`config.mk`:
```
export PLATFORM = sky130hd
export DESIGN_NAME = pipe_register
export DESIGN_NICKNAME = d
export VERILOG_FILES = /design/src/rtl/pipe_pkg.sv /design/src/rtl/skid_slice.sv /design/src/rtl/pipe_register.sv
export SDC_FILE = /design/constraint.sdc
export NUM_CORES = 1
export LEC_CHECK = 0
export CAP_MARGIN = 20
export CORE_UTILIZATION = 25
export DETAILED_ROUTE_END_ITERATION = 10
export GPL_TIMING_DRIVEN = 0
export PLACE_DENSITY = 0.43
export SYNTH_ARGS = -nofsm -noshare
export SYNTH_HDL_FRONTEND = slang
export SYNTH_SLANG_ARGS = --single-unit
```
`constraint.sdc`:
```
create_clock -name clk -period 2.2 [get_ports clk]
set_input_delay 0.44 -clock clk [delete_from_list [all_inputs] [get_ports clk]]
set_output_delay 0.44 -clock clk [all_outputs]
set_load 0.01 [all_outputs]
```
`src/rtl/pipe_pkg.sv`:
```
// Shared definitions for the pipe_register chain: count sizing, even parity, reset data value.
package pipe_pkg;

    localparam int unsigned PAR_MAX_W = 1024;
    localparam logic        RST_DATA  = 1'b0;

    function automatic int unsigned cnt_width(int unsigned stages);
        return $clog2(2 * stages + 1);
    endfunction

    // Callers zero-extend to PAR_MAX_W; zero padding leaves the XOR unchanged.
    function automatic logic even_parity(logic [PAR_MAX_W-1:0] v);
        return ^v;
    endfunction

endpackage

```
`src/rtl/skid_slice.sv`:
```
// One main/skid register pair with a valid/ready handshake; ready depends only on local state.
module skid_slice
    import pipe_pkg::*;
#(
    parameter int unsigned WIDTH = 16
) (
    input  logic             clk,
    input  logic             rst,
    input  logic             flush,
    input  logic             up_valid,
    output logic             up_ready,
    input  logic [WIDTH-1:0] up_data,
    output logic             dn_valid,
    input  logic             dn_ready,
    output logic [WIDTH-1:0] dn_data
);

    logic             m_valid_q, m_valid_d;
    logic             s_valid_q, s_valid_d;
    logic [WIDTH-1:0] m_data_q, m_data_d;
    logic [WIDTH-1:0] s_data_q, s_data_d;
    logic             up_fire, dn_fire;

    assign up_ready = ~s_valid_q;
    assign dn_valid = m_valid_q;
    assign dn_data  = m_data_q;

    always_comb begin
        m_valid_d = m_valid_q;
        s_valid_d = s_valid_q;
        m_data_d  = m_data_q;
        s_data_d  = s_data_q;
        up_fire   = up_valid & ~s_valid_q;
        dn_fire   = m_valid_q & dn_ready;
        if (up_fire) begin
            // S is known empty here, so M either takes the word or it parks in S.
            if (!m_valid_q || dn_fire) begin
                m_valid_d = 1'b1;
                m_data_d  = up_data;
            end else begin
                s_valid_d = 1'b1;
                s_data_d  = up_data;
            end
        end else if (dn_fire) begin
            if (s_valid_q) begin
                m_data_d  = s_data_q;
                s_valid_d = 1'b0;
            end else begin
                m_valid_d = 1'b0;
            end
        end
        if (flush) begin
            m_valid_d = 1'b0;
            s_valid_d = 1'b0;
        end
    end

    always_ff @(posedge clk or negedge rst) begin
        if (!rst) begin
            m_valid_q <= 1'b0;
            s_valid_q <= 1'b0;
            m_data_q  <= {WIDTH{RST_DATA}};
            s_data_q  <= {WIDTH{RST_DATA}};
        end else begin
            m_valid_q <= m_valid_d;
            s_valid_q <= s_valid_d;
            m_data_q  <= m_data_d;
            s_data_q  <= s_data_d;
        end
    end

endmodule

```
`src/rtl/pipe_register.sv`:
```
// Valid/ready pipeline register built from STAGES skid slices, with occupancy count and flush.
// Optional even-parity protection with sticky par_err when PIPE_REGISTER_PARITY_EN is defined.
module pipe_register
    import pipe_pkg::*;
#(
    parameter int unsigned WIDTH  = 16,
    parameter int unsigned STAGES = 2,
    parameter int unsigned CNT_W  = cnt_width(STAGES)
) (
    input  logic             clk,
    input  logic             rst,
    input  logic             flush,
    input  logic             in_valid,
    output logic             in_ready,
    input  logic [WIDTH-1:0] in_data,
    output logic             out_valid,
    input  logic             out_ready,
    output logic [WIDTH-1:0] out_data,
    output logic [CNT_W-1:0] count
`ifdef PIPE_REGISTER_PARITY_EN
    ,
    output logic             par_err
`endif
);

`ifdef PIPE_REGISTER_PARITY_EN
    localparam int unsigned SW = WIDTH + 1;
`else
    localparam int unsigned SW = WIDTH;
`endif

    logic [STAGES:0] vld;
    logic [STAGES:0] rdy;
    logic [SW-1:0]   dat [STAGES+1];
    logic [CNT_W-1:0] cnt_q, cnt_d;
    logic             in_fire, out_fire;

`ifdef PIPE_REGISTER_PARITY_EN
    assign dat[0] = {even_parity(PAR_MAX_W'(in_data)), in_data};
`else
    assign dat[0] = in_data;
`endif

    assign vld[0]      = in_valid;
    assign rdy[STAGES] = out_ready;

    for (genvar i = 0; i < STAGES; i++) begin : g_slice
        skid_slice #(
            .WIDTH(SW)
        ) u_slice (
            .clk     (clk),
            .rst     (rst),
            .flush   (flush),
            .up_valid(vld[i]),
            .up_ready(rdy[i]),
            .up_data (dat[i]),
            .dn_valid(vld[i+1]),
            .dn_ready(rdy[i+1]),
            .dn_data (dat[i+1])
        );
    end

    // Slice reset clears S.valid, so ready would read high during reset without this gate.
    assign in_ready  = rst & rdy[0];
    assign out_valid = vld[STAGES];
    assign out_data  = dat[STAGES][WIDTH-1:0];
    assign count     = cnt_q;
    assign in_fire   = in_valid & in_ready;
    assign out_fire  = out_valid & out_ready;

    always_comb begin
        cnt_d = cnt_q;
        if (flush) begin
            cnt_d = '0;
        end else if (in_fire && !out_fire) begin
            cnt_d = cnt_q + CNT_W'(1);
        end else if (!in_fire && out_fire) begin
            cnt_d = cnt_q - CNT_W'(1);
        end
    end

    always_ff @(posedge clk or negedge rst) begin
        if (!rst) begin
            cnt_q <= '0;
        end else begin
            cnt_q <= cnt_d;
        end
    end

`ifdef PIPE_REGISTER_PARITY_EN
    logic par_err_q;

    always_ff @(posedge clk or negedge rst) begin
        if (!rst) begin
            par_err_q <= 1'b0;
        end else if (out_fire && (even_parity(PAR_MAX_W'(out_data)) != dat[STAGES][WIDTH])) begin
            par_err_q <= 1'b1;
        end
    end

    assign par_err = par_err_q;
`endif

endmodule

```
After elaboration in Yosys (flattened, before gate mapping):

Cells that the tools add are included.

* register bits after elaboration: 71
* bits in latches: 0
* RAM bits: 0
* memory bits (read-only): 0
* output and inout port bits: 21
* memories: 0

* add/subtract/negate cells: 2
* multipliers: 0
* divide/modulo/power cells: 0
* $lt $le $gt $ge: 0
* equal/unequal tests: 8
* shift operators: 0
* multiplexer cells: 29
* bitwise operators: 9
* reductions and logical operators: 23

Operators with widths (count)
* 16-bit two-way mux: 8
* 1-bit two-way mux: 18
* 3-bit != test (second input constant): 5
* 3-bit AND reduction: 4
* 3-bit two-way mux: 3
* 3-bit nonzero test: 3
* 2-bit AND reduction: 4
* 2-bit nonzero test: 4
* 1-bit bitwise AND: 5
* 1-bit logical NOT: 4
* 1-bit NOT: 4
* 3-bit by 1-bit adder with 3-bit output (second input constant): 1
* 3-bit by 2-bit != test with 1-bit output (second input constant): 1
* 3-bit by 1-bit subtractor with 3-bit output (second input constant): 1
* 1-bit logical AND: 2
* 1-bit logical OR: 2
* 2-bit by 1-bit != test with 1-bit output (second input constant): 1
* 2-bit != test (second input constant): 1

Logic depth before layout (Yosys ltp):

* word-level depth: 8
* depth in mapped cells: 7

Hierarchy:

Synthesis repeated with hierarchy kept, for this count alone.

* cell total of the unflattened synthesis: 219
* area, all modules: 3353.2 µm²

By module, submodules not included
* skid_slice: times used 2, cells an instance 98, area an instance 1564.0 µm², seq. area each 850.8 µm²
* pipe_register: times used 1, cells an instance 23, area an instance 225.2 µm², seq. area each 75.1 µm²

Worst setup path before layout:

OpenSTA, ideal clock, no wires.

* path type: input to register
* start: in rst
* end: reg cnt_q[2], in the netlist count[2]
* arrival time: 1.644 ns
* data required time: 2.075 ns
* path slack: 0.431 ns
* cell stages on the path: 6
* cells stage by stage: nand3b_1 a21oi_1 fa_1 and3_1 mux2i_1 mux2_2

* word-level cells in the longest chain between the ends: 5
* elaborated cells on any way between the ends: 8
* classes of those cells: 2 x mux; 2 x bitwise; 4 x reduce/logical

Ends and longest elaborated chain
* from (decl): line pipe_register.sv:11 `input logic rst,`
* 1-bit bitwise AND (*): line pipe_register.sv:64 `assign in_ready = rst & rdy[0];`
* 1-bit bitwise AND (*): line pipe_register.sv:68 `assign in_fire = in_valid & in_ready;`
* 1-bit logical AND / 1-bit logical NOT (equally long branches): line pipe_register.sv:75, pipe_register.sv:77
* 3-bit two-way mux / 1-bit logical AND (equally long branches): line pipe_register.sv:75, pipe_register.sv:77
* 3-bit two-way mux / 3-bit nonzero test (equally long branches)
* to (signal assigned): line pipe_register.sv:86 `cnt_q <= cnt_d;`
* to (decl): line pipe_register.sv:35 `logic [CNT_W-1:0] cnt_q, cnt_d;`

Mark *: on every way between the ends. The rest lies on a longest branch, timed or not.
A chain may end at the register's enable or synchronous reset.

Worst setup path in the final report:

* start: in rst
* end: out in_ready

* word-level cells in the longest chain between the ends: 1

Ends and longest elaborated chain
* 1-bit bitwise AND: line pipe_register.sv:64
* to (decl): line pipe_register.sv:14 `output logic in_ready,`

No other way between the ends.

==> run summary <==
### Run status
• run status: complete, no violations

### Setup path
• worst reg2reg endpoint: count[2]
• reg-to-reg slack, setup: 300 ps
• critical path capture point: in_ready
• critical path class: input pin to output port
• Data required, critical path: 1760 ps
• Critical path origin: rst
• largest driver fanout on the critical path: 38
• capturing element type of the critical path: output port
• startpoint types: input pin
• worst endpoint data arrival time: 1630 ps
• reg2reg start: g_slice[0].u_slice.s_valid_q
• Reg2Reg Depth: 6

### STA
• Tightest Pin Transition: 519 ps
• unrepaired setup endpoints after global routing: no
• worst setup skew after layout: 5.21 ps
• portion of the clock cycle consumed by the worst path in the final layout: 93.9%
• Achievable Freq: 0.484 GHz
• setup violation total in the final timing report: 0
• setup TNS: 0 ps
• relative slew slack: 65.4%
• shortest period the worst path allows: 2070 ps
• post-route worst setup slack: 134 ps
• Hold Violations, Final: 0
• final-report max-slew violation count: 0
• worst hold slack: 80.4 ps

### Routing
• vias per cell: 4.10
• number of detailed-route iterations in the first pass: 4
• DRT iter0 DRCs: 39
• final routed wirelength across all metal layers: 6660 um
• detailed-route DRC error count: 0
• vias post-DR: 1,922
• remaining number of nets flagged by the antenna check after routing: 0
• routed len/inst: 14.2 um

### Floorplanning
• starting density of the core: 25.8%
• DIE HEIGHT: 119 um
• total die area: 14,200 um2
• row cnt: 42
• area of the placeable core: 13,300 um2
• die width: 119 um
• num ports: 42

### Cells and area
• Reg area: 1780 um2
• highest-count cells in the layout ignoring fill and taps: mux2_2, dfrtp_1, clkdlybuf4s50_1, buf_4, mux2_4
• post-synthesis to final-layout area growth: 26.7%
• most common cell after layout, fill and taps aside: mux2_2
• Final Net Count: 310
• footprint of the multi-input gates: 1400 um2
• count of inserted antenna diode cells: 0
• Layout Cells excl Fill: 469
• Filler Cell Count: 1,334
• layout cells sized above 1: 49.1%

### Clock tree
• insertion delay to the later sink of the worst-skew pair: 330 ps
• clock tree root buffer cell: clkbuf_16
• maximum buffer depth of the clock tree: 2
• number of buffers inserted by hold repair at cts: 0
• maximum level of the CTS H-tree: 3
• Post-CTS Setup Bufs: 0
• CTS tree: built
• Num CTS Buffers: 9
• count of cells resized by post-cts repair: 0
• clock slew at reported path FFs: 60 ps
• TritonCTS sink count: 71

### Synth
• Synth Warn #: 0
• Post-Syn Area: 3430 um2
• number of instances in the synthesized netlist: 236
• number of different library cells in the post-synthesis netlist: 29
• number of flops mapped to enable cells by yosys: 0
• Seq cells post-synth: 71
• average instance area after synthesis: 14.5 um2
• sequential share of the synthesized area: 51.8%
• async set-or-reset flop fraction in the synthesized netlist: 100%
• main flop type after synthesis: dfrtp_1
• net count after synthesis: 258

### Place
• pre-CTS setup slack: -209 ps
• HPWL after DPL: 4340 um
• global placer's final weighted congestion: 0.646
• number of buffers added on ports: 40
• instance count after placement with tap cells included: 453

### Global route
• largest net degree at the start of global routing: 39
• initial antenna violation count: 0
• residual overflow from global routing: 0
• overall track demand over capacity in global routing: 10.5%
• first-pass GRT wire length: 11,100 um
• number of global-route vias before repair: 2,095

### Job
• Max Cap Violations: 0

### Power and ir drop
• Max IR drop VDD: 0.000316 V
• leakage power: 1.98 nW
• power per unit of standard cell area: 953 nW/um2

### Min path
• class of the tightest hold or removal check: input pin to asynchronous set/reset pin

[state kept, by name (all words and copies together), names as in the netlist]
name / count
count: 3
g_slice.u_slice.dn_valid: 2
g_slice.u_slice.dn_data: 32
g_slice.u_slice.s_data_q: 32
g_slice.u_slice.s_valid_q: 2
[cell usage after synthesis (2+ instances only)]
library cell	instances	area share, %
mux2_2	84	28
dfrtp_1	71	52
buf_4	20	4.4
mux2_4	11	4.8
a21oi_1	6	0.88
buf_6	5	1.6
nor2_1	5	0.55
mux2_1	4	1.3
inv_1	3	0.33
nand2_1	3	0.33
nor2b_1	3	0.55
buf_2	2	0.29
nand2b_1	2	0.37
o21ai_0	2	0.29
[where the power goes]
group	total (mW)	internal (mW)	switching, mW
logic	1.04	0.710	0.334
registers	1.73	1.58	0.147
clock network	1.36	0.821	0.541
total	4.14	3.12	1.02
[cells by family (layout without fill, tap and decap cells)]
group | after synthesis | after routing | synth area share, %
multiplexers | 100 | 100 | 34.0
flip-flops | 71 | 71 | 51.8
buffers and inverters | 32 | 89 | 7.34
AND/OR/NAND/NOR | 20 | 20 | 3.72
AO/OA/AOI/OAI | 11 | 11 | 2.23
adder cells (fa/ha/maj) | 1 | 1 | 0.584
XOR/XNOR | 1 | 1 | 0.256
[metrics by stage]
step,power (mW),utilization [%],instance area (um2)
after detailed placement,2.82,30.6,4070
after global placement,2.80,30.4,4050
after global routing,4.38,32.7,4340
after CTS,4.21,32.7,4340
after floorplan,2.40,-,3430
final,4.14,32.7,4340
[critical path, cell delays in order]
cell	delay (ps)
buf_4	420
nor2b_1	200
clkdlybuf4s50_1	540
[per-layer routing]
layer,wire [um],track usage (%)
met1,3300,13.6
met5,0,0
met3,191,2.39
met2,3000,15.7
met4,175,6.88
[layout make-up]
cell class,count,area share (%)
Buffer,29,5.53
Sequential cell,71,40.9
Inverter,3,0.259
Clock buffer,13,5.99
Multi-Input combinational cell,133,32.2
Clock inverter,3,0.403
Timing Repair Buffer,41,9.62
Tap cell,176,5.07
[worst min-delay path by stage]
stage                                                from                              end  slack [ps]  depth (start not counted)
after global placement    g_slice[0].u_slice.s_data_q[12]  g_slice[0].u_slice.s_data_q[12]         470                          1
after detailed placement                              rst   g_slice[1].u_slice.dn_data[13]         460                          1
after floorplan                                       rst                         count[0]         140                          0
final                                                 rst   g_slice[1].u_slice.dn_data[13]          80                          1
after global routing                                  rst   g_slice[1].u_slice.dn_data[13]         110                          1
after CTS                                             rst   g_slice[1].u_slice.dn_data[13]          90                          1
Note: power is estimated with default switching activity, not from simulation.
